[src/rtl/io_wbuf_pkg.sv]
// Shared constants and the queued-entry layout for the io_wbuf shim.
package io_wbuf_pkg;
  localparam logic [31:0] IO_BASE = 32'h0003_0000;
  localparam int          IO_HI   = 17;
  localparam int          IO_LO   = 16;
  localparam logic [1:0]  IO_SEL  = 2'b11;
  localparam int          ENTRY_W = 11;

  typedef struct packed {
    logic [2:0] off;
    logic [7:0] dat;
  } entry_t;
endpackage

[src/rtl/io_wbuf_fifo.sv]
// Synchronous DEPTH x ENTRY_W FIFO; head is visible combinationally, push/pop take effect at the edge.
// Push into a full FIFO and pop from an empty FIFO are ignored.
module io_wbuf_fifo
  import io_wbuf_pkg::*;
#(
  parameter int DEPTH = 8,
  parameter int PTR_W = $clog2(DEPTH)
) (
  input  logic             clk,
  input  logic             rst,
  input  logic             push,
  input  logic             pop,
  input  entry_t           din,
  output entry_t           head,
  output logic             full,
  output logic             empty,
  output logic [PTR_W:0]   count
);
  localparam logic [PTR_W:0] FULL_CNT = (PTR_W + 1)'(DEPTH);

  entry_t           mem [DEPTH];
  logic [PTR_W-1:0] wr_ptr;
  logic [PTR_W-1:0] rd_ptr;
  logic             do_push;
  logic             do_pop;

  assign full    = (count == FULL_CNT);
  assign empty   = (count == '0);
  assign do_push = push & ~full;
  assign do_pop  = pop & ~empty;
  assign head    = mem[rd_ptr];

  always_ff @(posedge clk) begin
    if (rst) begin
      wr_ptr <= '0;
      rd_ptr <= '0;
      count  <= '0;
    end else begin
      if (do_push) wr_ptr <= wr_ptr + PTR_W'(1);
      if (do_pop)  rd_ptr <= rd_ptr + PTR_W'(1);
      if (do_push && !do_pop)      count <= count + (PTR_W + 1)'(1);
      else if (do_pop && !do_push) count <= count - (PTR_W + 1)'(1);
    end
  end

  // Storage needs no reset: only slots between the pointers are ever read.
  always_ff @(posedge clk) begin
    if (do_push) mem[wr_ptr] <= din;
  end
endmodule

[src/rtl/io_wbuf.sv]
// Core/RAM bus shim buffering IO-region writes and draining them one byte per stolen cycle.
// IOBUF_STAT_EN adds hold-cycle and peak-occupancy counters on stat_o; otherwise stat_o is 0.
module io_wbuf
  import io_wbuf_pkg::*;
#(
  parameter int DEPTH = 8,
  parameter int PTR_W = $clog2(DEPTH)
) (
  input  logic        clk,
  input  logic        rst,
  input  logic        en,
  input  logic [31:0] cpu_a,
  input  logic [7:0]  cpu_dout,
  input  logic        cpu_wr,
  output logic [7:0]  cpu_din,
  output logic        cpu_en,
  output logic [31:0] mem_a,
  output logic [7:0]  mem_dout,
  output logic        mem_wr,
  input  logic [7:0]  mem_din,
  input  logic        io_buffer_full,
  output logic [31:0] stat_o
);
  entry_t           head;
  entry_t           new_entry;
  logic             full;
  logic             empty;
  logic [PTR_W:0]   count;
  logic             act;
  logic             io_hit;
  logic             drain;
  logic             hold;
  logic             push;
  logic             own_q;
  logic [7:0]       rd_hold;

  assign act       = en & ~rst;
  assign io_hit    = (cpu_a[IO_HI:IO_LO] == IO_SEL);
  assign drain     = act & ~empty & ~io_buffer_full;
  // IO reads wait for the queue to empty so they never overtake buffered writes.
  assign hold      = io_hit & ((cpu_wr & full) | (~cpu_wr & ~empty));
  assign cpu_en    = act & ~drain & ~hold;
  assign push      = cpu_en & cpu_wr & io_hit;
  assign new_entry = '{off: cpu_a[2:0], dat: cpu_dout};

  io_wbuf_fifo #(.DEPTH(DEPTH), .PTR_W(PTR_W)) u_fifo (
    .clk   (clk),
    .rst   (rst),
    .push  (push),
    .pop   (drain),
    .din   (new_entry),
    .head  (head),
    .full  (full),
    .empty (empty),
    .count (count)
  );

  always_comb begin
    mem_a    = cpu_a;
    mem_dout = cpu_dout;
    mem_wr   = act & cpu_wr & ~io_hit;
    if (drain) begin
      mem_a    = IO_BASE | 32'(head.off);
      mem_dout = head.dat;
      mem_wr   = 1'b1;
    end
  end

  // Read data arrives the cycle after the address; park it if that cycle gets stolen.
  always_ff @(posedge clk) begin
    if (rst) begin
      own_q   <= 1'b1;
      rd_hold <= 8'h00;
    end else if (en) begin
      own_q <= ~drain;
      if (own_q) rd_hold <= mem_din;
    end
  end

  assign cpu_din = own_q ? mem_din : rd_hold;

`ifdef IOBUF_STAT_EN
  logic [15:0] hold_cnt;
  logic [7:0]  peak;

  always_ff @(posedge clk) begin
    if (rst) begin
      hold_cnt <= 16'h0000;
      peak     <= 8'h00;
    end else if (en) begin
      if (hold && hold_cnt != 16'hFFFF) hold_cnt <= hold_cnt + 16'h0001;
      if (8'(count) > peak) peak <= 8'(count);
    end
  end

  assign stat_o = rst ? 32'h0 : {hold_cnt, 8'h00, peak};
`else
  logic unused_count;
  assign unused_count = ^count;
  assign stat_o       = 32'h0;
`endif
endmodule

[config.mk]
export PLATFORM = sky130hd
export DESIGN_NAME = io_wbuf
export DESIGN_NICKNAME = d
export VERILOG_FILES = /design/src/rtl/io_wbuf_pkg.sv /design/src/rtl/io_wbuf_fifo.sv /design/src/rtl/io_wbuf.sv
export SDC_FILE = /design/constraint.sdc
export NUM_CORES = 1
export LEC_CHECK = 0
export BUFFER_PORTS_ARGS = -buffer_cell sky130_fd_sc_hd__buf_2
export CAP_MARGIN = 20
export CORE_AREA = 2 2 132 134
export DETAILED_ROUTE_END_ITERATION = 10
export DIE_AREA = 0 0 134 136
export GPL_TIMING_DRIVEN = 0
export HOLD_SLACK_MARGIN = 0.08
export PLACE_DENSITY = 0.53
export SYNTH_ARGS = -nofsm -noshare
export SYNTH_HDL_FRONTEND = slang
export SYNTH_SLANG_ARGS = --single-unit
[constraint.sdc]
create_clock -name clk -period 6.8 [get_ports clk]
set_input_delay 0.68 -clock clk [delete_from_list [all_inputs] [get_ports clk]]
set_output_delay 0.68 -clock clk [all_outputs]
set_load 0.02 [all_outputs]
# Word-level counts from Yosys, hierarchy flattened
# Memory sizes are Yosys's and may differ from the RTL's. A register that Yosys moved wholly into a read port is not among the register bits.
# Cells that the tools add are included.
word_totals:
  reg_bits: 19
  latchBits: 0
  ram_bits: 88
  romBits: 0
  inputBits: 53
  out_inout_bits: 82
  wordCells: 51
  memories: 1
classes:
  addsub: 4
  multipliers: 0
  div_mod_pow: 0
  magnitude_cmp: 0
  eq_ne: 2
  shifts: 0
  muxes: 10
  n_bitwise: 23
  n_reduce_logical: 6
mem_list:
  columns: ["memory", "words", "word_bits", "rd", "rd_clocked_by_memory_dff", "wr", "line_no", "text"]
  rows:
  - ["u_fifo.mem", 8, 11, 1, 1, 1, "io_wbuf_fifo.sv:21", "entry_t mem [DEPTH];"]
ops:
  columns: ["op", "count"]
  rows:
  - ["32-bit 2-to-1 mux", 1]
  - ["8-bit 2-to-1 mux", 2]
  - ["1-bit bitwise AND", 14]
  - ["4-bit 2-to-1 mux", 2]
  - ["1-bit NOT", 8]
  - ["3-bit by 1-bit adder with 3-bit output (second input constant)", 2]
  - ["3-bit 2-to-1 mux", 2]
  - ["4-bit by 1-bit adder with 4-bit output (second input constant)", 1]
  - ["4-bit equality test (second input constant)", 1]
  - ["4-bit logical NOT", 1]
  - ["4-bit by 1-bit subtractor with 4-bit output (second input constant)", 1]
  - ["1-bit 2-to-1 mux", 3]
  - ["2-bit equality test (second input constant)", 1]
  - ["1-bit logical AND", 2]
  - ["1-bit logical NOT", 2]
  - ["2-bit nonzero test", 1]
  - ["1-bit OR", 1]

# Logic depth before layout (Yosys ltp)
# Gate-level depths: netlist (run 1).
depth:
  ltp_word: 14
  ltp_mapped: 11
  depth_no_buf: 9

# Cells and area by module
# Synthesis (run 1) repeated with hierarchy kept, for this count alone.
unflattened:
  hier_cells: 324
  area_unflattened_um2: 5003.5
modules_own_cells:
  columns: ["module", "n_inst", "cells_each", "area_each_um2", "seq_area_each_um2"]
  rows:
  - ["io_wbuf_fifo", 1, 199, 3953.8, 2902.8]
  - ["io_wbuf", 1, 125, 1049.8, 180.2]

# Worst setup path before layout (run 1)
# Ideal clock, no wire load.
synth_timing:
  path_type: "input port to flip-flop"
  startpoint: "in rst"
  endpoint: "reg u_fifo.count[3]"
  setup_ns: 0.121
  arrival_time_ns: 2.885
  t_required_ns: 6.679
  slack_ns: 3.795
  cell_stages: 11
  n_path_buf: 2
  cell_sequence: "nand2b_1 or3_1 clkbuf_1 clkbuf_1 ha_1 inv_1 ha_1 a21oi_1 a211oi_1 a31oi_1 mux2_2"
synth_via:
  elab_chain_len: 13
  elab_cells_between_ends: 17
  classes_between: "1 x mux; 11 x bitwise; 5 x reduce/logical"
synth_lines:
  columns: ["element", "line_no", "text"]
  rows:
  - ["from (decl)", "io_wbuf.sv:10", "input logic rst,"]
  - ["1-bit NOT", "io_wbuf.sv:37", "assign act = en & ~rst;"]
  - ["1-bit bitwise AND", "io_wbuf.sv:37", null]
  - ["1-bit bitwise AND (2 in series)", "io_wbuf.sv:39", "assign drain = act & ~empty & ~io_buffer_full;"]
  - ["1-bit NOT", "io_wbuf.sv:42", "assign cpu_en = act & ~drain & ~hold;"]
  - ["1-bit bitwise AND (2 in series)", "io_wbuf.sv:42", null]
  - ["1-bit bitwise AND (2 in series)", "io_wbuf.sv:43", "assign push = cpu_en & cpu_wr & io_hit;"]
  - ["1-bit bitwise AND", "io_wbuf_fifo.sv:29", "assign do_push = push & ~full;"]
  - ["1-bit logical NOT", "io_wbuf_fifo.sv:42", "else if (do_pop && !do_push) count <= count - (PTR_W + 1)'(1);"]
  - ["1-bit logical AND", "io_wbuf_fifo.sv:42", null]
  - ["2-bit nonzero test (no source line)", null, null]
  - ["to (signal assigned)", "io_wbuf_fifo.sv:41", "if (do_push && !do_pop) count <= count + (PTR_W + 1)'(1);"]
  - ["to (signal assigned)", "io_wbuf_fifo.sv:42", null]
  - ["to (decl)", "io_wbuf_fifo.sv:17", "output logic [PTR_W:0] count"]
# Parallel ways exist; a longest one is shown, timed or not.
# A chain may end at the register's enable or synchronous reset.

# Worst setup path after layout (run 1)
layout_timing:
  startpoint: "reg u_fifo.count[0]"
  endpoint: "reg u_fifo.count[3]"
layout_via:
  elab_chain_len: 13
  elab_cells_between_ends: 27
  classes_between: "2 x add/sub; 1 x eq/ne; 2 x mux; 16 x bitwise; 6 x reduce/logical"
layout_lines:
  columns: ["element", "line_no", "text"]
  rows:
  - ["4-bit logical NOT", "io_wbuf_fifo.sv:28", "assign empty = (count == '0);"]
  - ["1-bit NOT", "io_wbuf_fifo.sv:30, io_wbuf.sv:39, io_wbuf.sv:41", null]
  - ["1-bit bitwise AND (on tied branches)", "io_wbuf.sv:39, io_wbuf.sv:41", null]
  - ["1-bit bitwise AND / 1-bit OR (equally long branches)", "io_wbuf.sv:39, io_wbuf.sv:41", null]
  - ["1-bit NOT / 1-bit bitwise AND (equally long branches)", "io_wbuf.sv:42, io_wbuf.sv:41", null]
  - ["1-bit bitwise AND / 1-bit NOT (equally long branches)", "io_wbuf.sv:42", null]
  - ["1-bit bitwise AND", "io_wbuf.sv:42", null]
  - ["1-bit bitwise AND (2 in series)", "io_wbuf.sv:43", null]
  - ["1-bit bitwise AND", "io_wbuf_fifo.sv:29", null]
  - ["1-bit logical NOT", "io_wbuf_fifo.sv:42", null]
  - ["1-bit logical AND", "io_wbuf_fifo.sv:42", null]
  - ["2-bit nonzero test (no source line)", null, null]
# Parallel ways exist; a longest one is shown, timed or not. The select of a mux whose other input is x is not followed.

==> results.md, run 1 <==
* Startpoint types: flip-flop
* CP startpoint: u_fifo.count[0]$_SDFFE_PP0P_
* Critical Setup Path Class: flip-flop to flip-flop
* Post-synthesis instance total at 334
* DR DRC count at 0
* DIE HEIGHT at roughly 140 um
* CP delay by family, top: buffers and inverters
* Met3 WL at approximately 800 um
* Critical-path top delay cell: clkbuf_1
* Synth Area in XOR/XNOR at 0.883%
* Clk buf depth at 2
* RD Place Congestion at between 0.7 and 0.8
* Top sig layer: met4
* Final Max Tran Viols at 0
* WL final at 11.0 mm
* CP max stage delay at between 500 and 600 ps
* Vias in the first global route at a little over 3000
* Met2 wire length at 5.45 mm
* Status: finished, final reports clean
* Initial core utilization at between 20 and 30%
* Hold_buf cts at 0
* Pin count of the biggest net entering global routing at 19
* FFs w/ async S/R, synth at 0%
* Hold Path Cell Cnt at 2
* Post-synthesis compound-gate area fraction at approximately 3%
* Hold Vio Cnt, Final at 0
* CP cell instances: nor4_1, or3_1, clkbuf_1, clkbuf_1, ha_1, inv_1, ha_1, a21oi_1, a211oi_1, a31oi_1, mux2_2
* CP Data Required Time at between 7000 and 8000 ps
* Post-synthesis mux area share at between 15 and 20%
* Simple-Gate Fraction of Synth Area at 9.41%
* WL met1 at 4.58 mm
* Number of DRC markers in iteration 0 at a little under 200
* Peak VDD IR at 0.000103 V
* TritonRoute pass-1 iters at 4
* Synth Area in Adders at under 10%
* Fin crit share at 51.3%
* CTS Buf Count at 9
* Worst-margin pin slew at 948 ps
* Yosys warnings at 0
* Initial antenna violation count at 0
* Most common cell after layout, fill and taps aside: buf_2
* Worst Path Max Fanout at 10
* Final setup vio count at 0
* Worst r2r src: u_fifo.count[0]$_SDFFE_PP0P_
* Core area at 16900 sq um
* CP Buf/Inv Count at 3
* Clock transition at path regs at around 70 ps
* Levels on crit path at 11
* Final Cell Area at ~6300 sq um
* Post_cts resized at 0
* Htree depth at 3
* Layout cell share with drive strength beyond 1 at just under 40%
* Main combinational cell family by area after synthesis: multiplexers
* Skew final at roughly 7 ps
* Top_reg_cell synth: edfxtp_1
* Relative slew slack at 36.8%
* Routed WL per cell at between 15 and 20 um
* Total power at 1.46 mW
* Full die area at 18200 sq um
* Yosys reg bits at 110
* Crit path DAT at around 3700 ps
* Num rows at 48
* Min-delay src: rd_hold[0]$_SDFFE_PP0P_
* Global-route wire length before repair at roughly 17 mm
* HPWL Detailed at between 7 and 8 mm
* CTS tree: done
* Max-capacitance violation count at 0
* Hold Crit Class: flip-flop to flip-flop
* Total GRT Usage at between 10% and 20%
* Total negative slack at 0 ps
* Nets@finish at around 540
* Commonest non-fill, non-tap cells in the layout: 104 x buf_2, 88 x edfxtp_1, 33 x buf_4, 32 x conb_1, 27 x and2_1
* Clk sinks at 110
* Routed vias at ~3100
* Root buffer cell: clkbuf_16
* Postcts setup bufs at 0
* Area Overhead vs Synth at 26.2%
* Routed Antenna Nets at 0
* Worst-skew pair later-pin latency at between 300 and 400 ps
* RSZ-0062 raised after global routing: no
* Die width at around 130 um
* Ports at ~140
* Yosys cell types at between 40 and 50
* PD cells at 233 nW/um^2
* Syn_area_per_cell at roughly 15 sq um
* Post-synth EDFFs at 88
* Crit path time final at 3490 ps
* Diodes inserted at 0
* Seq/Total Area, Yosys at between 60 and 70%
* Placed cell area at slightly below 6000 sq um
* Total congestion overflow at 0
* Vias/cell at between 4 and 5
* Max Clock Freq at ~290 MHz
* Hold_ws at 503 ps
* Reg2Reg Depth at 11
* Crit path capture type: flip-flop
* LEAKAGE at about 2.4 nW
* I/O Buffers at 102
* Synthesized area at around 5000 sq um
-- stage by stage --
stage / util (%) / cells / setup slack [ps]
6_report: 37.1 / 712 / 3310
3_3_place_gp: 34.8 / 692 / 2830
2_1_floorplan: - / 365 / 3790
5_1_grt: 37.1 / 712 / 3060
3_5_place_dp: 35.2 / 697 / 3130
4_1_cts: 37.1 / 712 / 3260
-- registers in the layout, summed over array words and instances, names as in the netlist, named ones only --
name	count
u_fifo.rd_ptr	3
rd_hold	8
u_fifo.wr_ptr	3
own_q	1
u_fifo.mem	88
u_fifo.count	4
-- cell usage after synthesis, types with 4 or more instances --
library cell / instances / area [sq um]
edfxtp_1: 88 / 2640
buf_4: 32 / 240
and2_1: 27 / 169
nor2_1: 25 / 93.8
dfxtp_1: 22 / 440
mux2i_1: 22 / 220
mux4_2: 22 / 495
clkbuf_1: 13 / 48.8
nand2_1: 13 / 48.8
o21ai_0: 10 / 50.1
mux2_2: 9 / 101
a21oi_1: 5 / 25.0
ha_1: 5 / 62.6
xnor2_1: 4 / 35.0
-- power breakdown --
| group | switching [mW] | internal [mW] |
|---|---|---|
| clock | 0.231 | 0.325 |
| combinational | 0.0978 | 0.0702 |
| sequential | 0.00536 | 0.731 |
| total | 0.335 | 1.13 |
-- metal layers --
metal	vias to the layer above	track usage, %
li1	1469	-
met1	1509	16.1
met2	108	19.9
met3	10	2.50
met4	0	4.08
met5	-	0
-- kinds of logic (layout without fill, tap and decap cells) --
logic type      count (synthesis)  after routing
compound gates                 23             23
flops                         110            110
xor+xnor                        5              5
fa+ha+maj                       6              6
mux                            53             53
simple gates                   86             86
buf+inv                        50            172
other cells                     1             32
-- layout make-up --
class	instances	area (sq um)
Sequential cell	110	3080
Clock inverter	6	97.6
Inverter	2	7.51
Timing Repair Buffer	107	563
Buffer	48	303
Multi-Input combinational cell	205	1700
Clock buffer	9	225
Fill cell	1592	10600
Tap cell	225	282
-- worst paths after layout --
kind / endpoint / slack (ps)
setup / recovery: u_fifo.count[3]$_SDFFE_PP0P_ / 3310
hold / removal: rd_hold[0]$_SDFFE_PP0P_ / 500
hold reg to reg: rd_hold[0]$_SDFFE_PP0P_ / 500
setup reg to reg: u_fifo.count[3]$_SDFFE_PP0P_ / 3310
-- worst reg2reg max path, cell delays in order (launching register included) --
cell      delay (ps)
dfxtp_1          390
nor4_1           470
or3_1            170
clkbuf_1         250
clkbuf_1         580
ha_1             280
inv_1             90
ha_1             330
a21oi_1          200
a211oi_1          90
a31oi_1          180
mux2_2           350
Note: power is estimated with default switching activity, not from simulation.
==> run 2: changes to the inputs <==
clock period = 3.4 ns   (was 6.8 ns; I/O delays follow)
==> run 2 against run 1 <==
Power is 100% higher. Clock-buffer cell count stayed put. Sequential power is 99% higher.
==> results.md, run 2 (same netlist as run 1, synthesis figures left out) <==
* Clock transition at path regs at 70 ps (about the same)
* Routed Antenna Nets at 0 (unchanged)
* Relative slew slack at 35.9% (-0.87 points)
* Largest register FFs at 88 (unchanged)
* Reg2Reg Depth at 11 (unchanged)
* Final setup vio count at 0 (unchanged)
* Pin count of the biggest net entering global routing at 19 (unchanged)
* Peak VDD IR at 0.000205 V (+100%)
* Fillcell total at 1592 (unchanged)
* Htree depth at 3 (unchanged)
* Top flop regs: u_fifo.mem (88), rd_hold (8), u_fifo.count (4)
* Min-delay src: cpu_dout[0]
* Total congestion overflow at 0 (unchanged)
* Nets@finish at 543 (+0.18%)
* Vias/cell at 4.36 (+0.34%)
* CP Data Required Time at 3630 ps (-3400 ps)
* Num rows at 48 (unchanged)
* WL final at 11.1 mm (+0.92%)
* Worst Path Max Fanout at 10 (unchanged)
* Die width at 134 um (unchanged)
* Placement Setup Slack at -113 ps (-3250 ps)
* Hold Crit Class: primary input to flip-flop
* Ports at 135 (unchanged)
* Non-Filler Instances at 713 (+0.14%)
* Number of DRC markers in iteration 0 at 171 (-14%)
* Hold_ws at 285 ps (-219 ps)
* Fin crit share at 93.3% (+42 points)
* Diodes inserted at 0 (unchanged)
* Most common cell after layout, fill and taps aside: buf_2
* Largest register by flop count: u_fifo.mem
* Max-capacitance violation count at 0 (unchanged)
* Crit path DAT at 3400 ps (-310 ps)
* Clk sinks at 110 (unchanged)
* LEAKAGE at 2.43 nW (+0.39%)
* TritonRoute pass-1 iters at 4 (unchanged)
* Vias in the first global route at 3048 (+0.066%)
* Layout cell share with drive strength beyond 1 at 40.2% (+0.53 points)
* Commonest non-fill, non-tap cells in the layout: 104 x buf_2, 88 x edfxtp_1, 34 x buf_4, 32 x conb_1, 27 x and2_1
* Full die area at 18200 sq um (unchanged)
* Status: finished, final reports clean
* R2R Path End: u_fifo.count[3]$_SDFFE_PP0P_
* Post-route setup slack at 229 ps (-3080 ps)
* Crit path capture type: flip-flop
* Clk buf depth at 2 (unchanged)
* Critical Setup Path Class: flip-flop to flip-flop
* R2R setup slack at 230 ps (-3080 ps)
* I/O Buffers at 102 (unchanged)
* Total GRT Usage at 12.1% (unchanged)
* CTS Buf Count at 9 (unchanged)
* Hold Vio Cnt, Final at 0 (unchanged)
* Max Clock Freq at 315 MHz (+10%)
* Core area at 16900 sq um (unchanged)
* Routed WL per cell at 15.5 um (+0.78%)
* Initial core utilization at 29.4% (unchanged)
* Skew final at 6.91 ps (-0.227 ps)
* Worst-skew pair later-pin latency at 340 ps (about the same)
* Final Max Tran Viols at 0 (unchanged)
* Hold Path Cell Cnt at 1 (-1)
* HPWL Detailed at 7.93 mm (unchanged)
* Worst r2r src: u_fifo.count[0]$_SDFFE_PP0P_
* Initial antenna violation count at 0 (unchanged)
* Global-route wire length before repair at 16.5 mm (unchanged)
* RD Place Congestion at 0.706 (unchanged)
* DIE HEIGHT at 136 um (unchanged)
* Crit path time final at 3170 ps (-317 ps)
* Cells after DPL at 697 (unchanged)
* Hold Path End: u_fifo.mem[2][0]$_DFFE_PP_
* CTS tree: done
* DR DRC count at 0 (unchanged)
* Area Overhead vs Synth at 26.5%
* RSZ-0062 raised after global routing: no
* Root buffer cell: clkbuf_16
* PD cells at 467 nW/um^2 (+100%)
* Startpoint types: flip-flop
* Worst-margin pin slew at 961 ps (+13.0 ps)
* Routed vias at 3111 (+0.48%)
* Hold_buf cts at 0 (unchanged)
run 2: changes by cell type in the layout (fill, tap and decap cells not counted):
cell and change:
nor4_2 +1, clkbuf_1 -1, clkbuf_2 +1, nor4_1 -1, buf_4 +1
run 2: worst max-delay path by stage:
stage | from | to | slack (ps) | cells after the start
after floorplan | u_fifo.count[0]$_SDFFE_PP0P_ | u_fifo.count[3]$_SDFFE_PP0P_ | 480 | 9
after global placement | u_fifo.count[0]$_SDFFE_PP0P_ | u_fifo.mem[3][0]$_DFFE_PP_ | -540 | 4
after detailed placement | u_fifo.count[0]$_SDFFE_PP0P_ | u_fifo.count[3]$_SDFFE_PP0P_ | -110 | 11
after CTS | u_fifo.count[0]$_SDFFE_PP0P_ | u_fifo.count[3]$_SDFFE_PP0P_ | 140 | 9
after global routing | u_fifo.count[0]$_SDFFE_PP0P_ | u_fifo.count[3]$_SDFFE_PP0P_ | 60 | 11
final | u_fifo.count[0]$_SDFFE_PP0P_ | u_fifo.count[3]$_SDFFE_PP0P_ | 230 | 11
run 2: metrics by stage:
stage                     total power, mW  area [sq um]  utilization, %  setup TNS, ps
after floorplan                      1.73          5070               -              0
after global routing                 3.03          6270            37.2              0
final                                2.93          6270            37.2              0
after global placement               1.83          5870            34.8         -15360
after CTS                            2.96          6260            37.1              0
after detailed placement             1.84          5930            35.2           -113
run 2: area by class of cell:
cell class	instances	area [sq um]	share of cell area (%)
clock buffer	9	225	3.59
timing repair buffer	108	571	9.10
multi-input combinational	205	1700	27.1
sequential	110	3080	49.2
clock inverter	6	97.6	1.56
inverter	2	7.51	0.120
tap	225	282	4.49
buffer	48	304	4.85
run 2: critical path: stages, from the launching register on:
cell	delay (ps)
dfxtp_1	400
nor4_2	390
or3_1	160
clkbuf_1	260
clkbuf_2	370
ha_1	220
inv_1	90
ha_1	330
a21oi_1	220
a211oi_1	100
a31oi_1	170
mux2_2	350
run 2: repair_timing:
item | CTS | global route
pin swaps | 0 | 1
setup buffers | 0 | 1
gates resized for setup | 1 | 1
endpoints found under the setup margin | 1 | 1
run 2: routing by layer:
| layer | GRT usage [%] | vias up | share of wire [%] |
|---|---|---|---|
| met5 | 0 | - | 0 |
| met3 | 2.50 | 12 | 5.5 |
| met2 | 19.9 | 99 | 50 |
| met4 | 4.08 | 0 | 1.4 |
| li1 | - | 1469 | - |
| met1 | 16.1 | 1531 | 43 |
run 2: power by group:
part / internal (mW) / switching [mW]
clock network: 0.649 / 0.469
logic: 0.142 / 0.196
registers: 1.46 / 0.0113
==> run 3: changes to the inputs <==
CAP_MARGIN = default   (was 20)
CORE_AREA = 2 2 152 117   (was 2 2 132 134)
DIE_AREA = 0 0 154 119   (was 0 0 134 136)
==> run 3 against run 2 <==
Sequential power barely moved. Sequential share of layout area rose by 0.14 points. Largest cell class unchanged. Non-clock buffer count fell by 1. Cell area fell by 0.28%. Combinational power barely moved.
==> results.md, run 3 (same netlist as run 1, synthesis figures left out) <==
* Status: finished, final reports clean
* Initial core utilization at 29.0% (-0.35 points)
* Final setup vio count at 0 (unchanged)
* Hold_buf cts at 0 (unchanged)
* Met3 WL at 394 um (-36%)
* WL met1 at 4.97 mm (+3.9%)
* I/O Buffers at 102 (unchanged)
* Clk buf depth at 2 (unchanged)
* Diodes inserted at 0 (unchanged)
* HPWL Detailed at 7.58 mm (-4.5%)
* Total power at 2.91 mW (-0.61%)
* Vias/cell at 4.35 (-0.23%)
* Hold Vio Cnt, Final at 0 (unchanged)
* Total negative slack at 0 ps (unchanged)
* CTS Buf Count at 9 (unchanged)
* Routed WL per cell at 15.4 um (-0.71%)
* Area Overhead vs Synth at 26.1%
* Largest register by flop count: u_fifo.mem
* Total congestion overflow at 0 (unchanged)
* Relative slew slack at 22.8% (-13 points)
* Skew final at 9.01 ps (+2.10 ps)
* TritonRoute pass-1 iters at 4 (unchanged)
* Vias in the first global route at 3006 (-1.4%)
* Routed vias at 3082 (-0.93%)
* Routed Antenna Nets at 0 (unchanged)
* Placement Setup Slack at -238 ps (-125 ps)
* Clock transition at path regs at 80 ps (about the same)
* RD Place Congestion at 0.747 (+5.8%)
* PD cells at 466 nW/um^2 (-0.34%)
* Post-route setup slack at 276 ps (+46.4 ps)
* Worst Path Max Fanout at 7 (-3)
* Worst-skew pair later-pin latency at 350 ps (about the same)
* Full die area at 18300 sq um (+0.56%)
* Met2 wire length at 5.38 mm (-2.1%)
* Num rows at 42 (-13%)
* Htree depth at 3 (unchanged)
* Startpoint types: flip-flop
* RSZ-0062 raised after global routing: no
* Crit path capture type: flip-flop
* Critical Setup Path Class: flip-flop to flip-flop
* Pin count of the biggest net entering global routing at 21 (+2)
* Largest register FFs at 88 (unchanged)
* Root buffer cell: clkbuf_16
* DR DRC count at 0 (unchanged)
* Crit path DAT at 3360 ps (-40 ps)
* Final Max Tran Viols at 0 (unchanged)
* R2R setup slack at 280 ps (+50 ps)
* Layout cell share with drive strength beyond 1 at 40.6% (+0.41 points)
* Nets@finish at 542 (-0.18%)
* Non-Filler Instances at 708 (-0.70%)
* Worst-margin pin slew at 1150 ps (+192 ps)
* Hold_ws at 278 ps (-6.86 ps)
* Finished Core Util at 36.6% (-0.54 points)
* Hold Crit Class: primary input to flip-flop
* CTS tree: done
* Final Cell Area at 6250 sq um (-0.28%)
* Commonest non-fill, non-tap cells in the layout: 104 x buf_2, 88 x edfxtp_1, 34 x buf_4, 32 x conb_1, 27 x and2_1
* Max-capacitance violation count at 0 (unchanged)
* Die width at 154 um (+15%)
* Core area at 17100 sq um (+1.2%)
* Number of DRC markers in iteration 0 at 203 (+19%)
* Top sig layer: met4
* Placed cell area at 5910 sq um (-0.42%)
* Cells after DPL at 690 (-1.0%)
* DIE HEIGHT at 119 um (-13%)
* Global-route wire length before repair at 16.8 mm (+1.5%)
* LEAKAGE at 2.43 nW (about the same)
* Total GRT Usage at 12.0% (-0.10 points)
* Ports at 135 (unchanged)
* Fin crit share at 91.9% (-1.4 points)
* WL final at 10.9 mm (-1.4%)
* Max Clock Freq at 320 MHz (+1.5%)
* Initial antenna violation count at 0 (unchanged)
* Top flop regs: u_fifo.mem (88), rd_hold (8), u_fifo.count (4)
* Most common cell after layout, fill and taps aside: buf_2
* Crit path time final at 3120 ps (-46.4 ps)
* CP Data Required Time at 3640 ps (about the same)
* Clk sinks at 110 (unchanged)
* Peak VDD IR at 0.000241 V (+17%)
-- run 3: changes by cell type in the layout (fill, tap and decap cells not counted) --
cell	before	now
inv_8	0	2
bufinv_16	2	1
inv_6	1	4
clkinv_8	1	0
clkinv_1	1	0
clkinv_4	1	0
clkbuf_1	12	11
clkbuf_2	1	0
clkbuf_4	0	1
-- run 3: power breakdown --
group | internal (mW) | leakage [nW] | switching [mW]
clock | 0.593 | 0.155 | 0.511
sequential | 1.46 | 0.970 | 0.0108
combinational | 0.142 | 1.31 | 0.194
total | 2.20 | 2.43 | 0.715
-- run 3: final cells by class --
| class | instances | area, sq um |
|---|---|---|
| clock inverter | 7 | 87.6 |
| fill | 1628 | 10800 |
| inverter | 2 | 7.51 |
| tap | 220 | 275 |
| timing repair buffer | 108 | 571 |
| buffer | 47 | 303 |
| multi-input combinational | 205 | 1700 |
| sequential | 110 | 3080 |
| clock buffer | 9 | 225 |
-- run 3: final timing paths --
check | start | endpoint | depth (start not counted)
worst min-delay path | cpu_dout[6] | u_fifo.mem[5][6]$_DFFE_PP_ | 1
worst min register to register | rd_hold[5]$_SDFFE_PP0P_ | rd_hold[5]$_SDFFE_PP0P_ | 2
worst max register to register | u_fifo.count[0]$_SDFFE_PP0P_ | u_fifo.count[3]$_SDFFE_PP0P_ | 10
worst max-delay path | u_fifo.count[0]$_SDFFE_PP0P_ | u_fifo.count[3]$_SDFFE_PP0P_ | 10
-- run 3: routing by layer --
layer	vias up	global-route usage [%]
met2	71	20.3
met3	10	2.44
met1	1533	15.5
met5	-	0
met4	0	4.09
li1	1468	-
-- run 3: timing repair --
item / CTS / global route
endpoints found under the setup margin: 1 / 3
pin swaps: 0 / 1
gates resized for setup: 1 / 3
buffers inserted: 0 / 2
-- run 3: critical path, cell delays in order, from the launching register on --
cell and delay, ps:
dfxtp_1 400, or4_4 610, a2111oi_4 340, buf_4 200
ha_1 170, inv_1 100, ha_1 330, a21oi_1 210
a211oi_1 100, a31oi_1 200, mux2_2 350
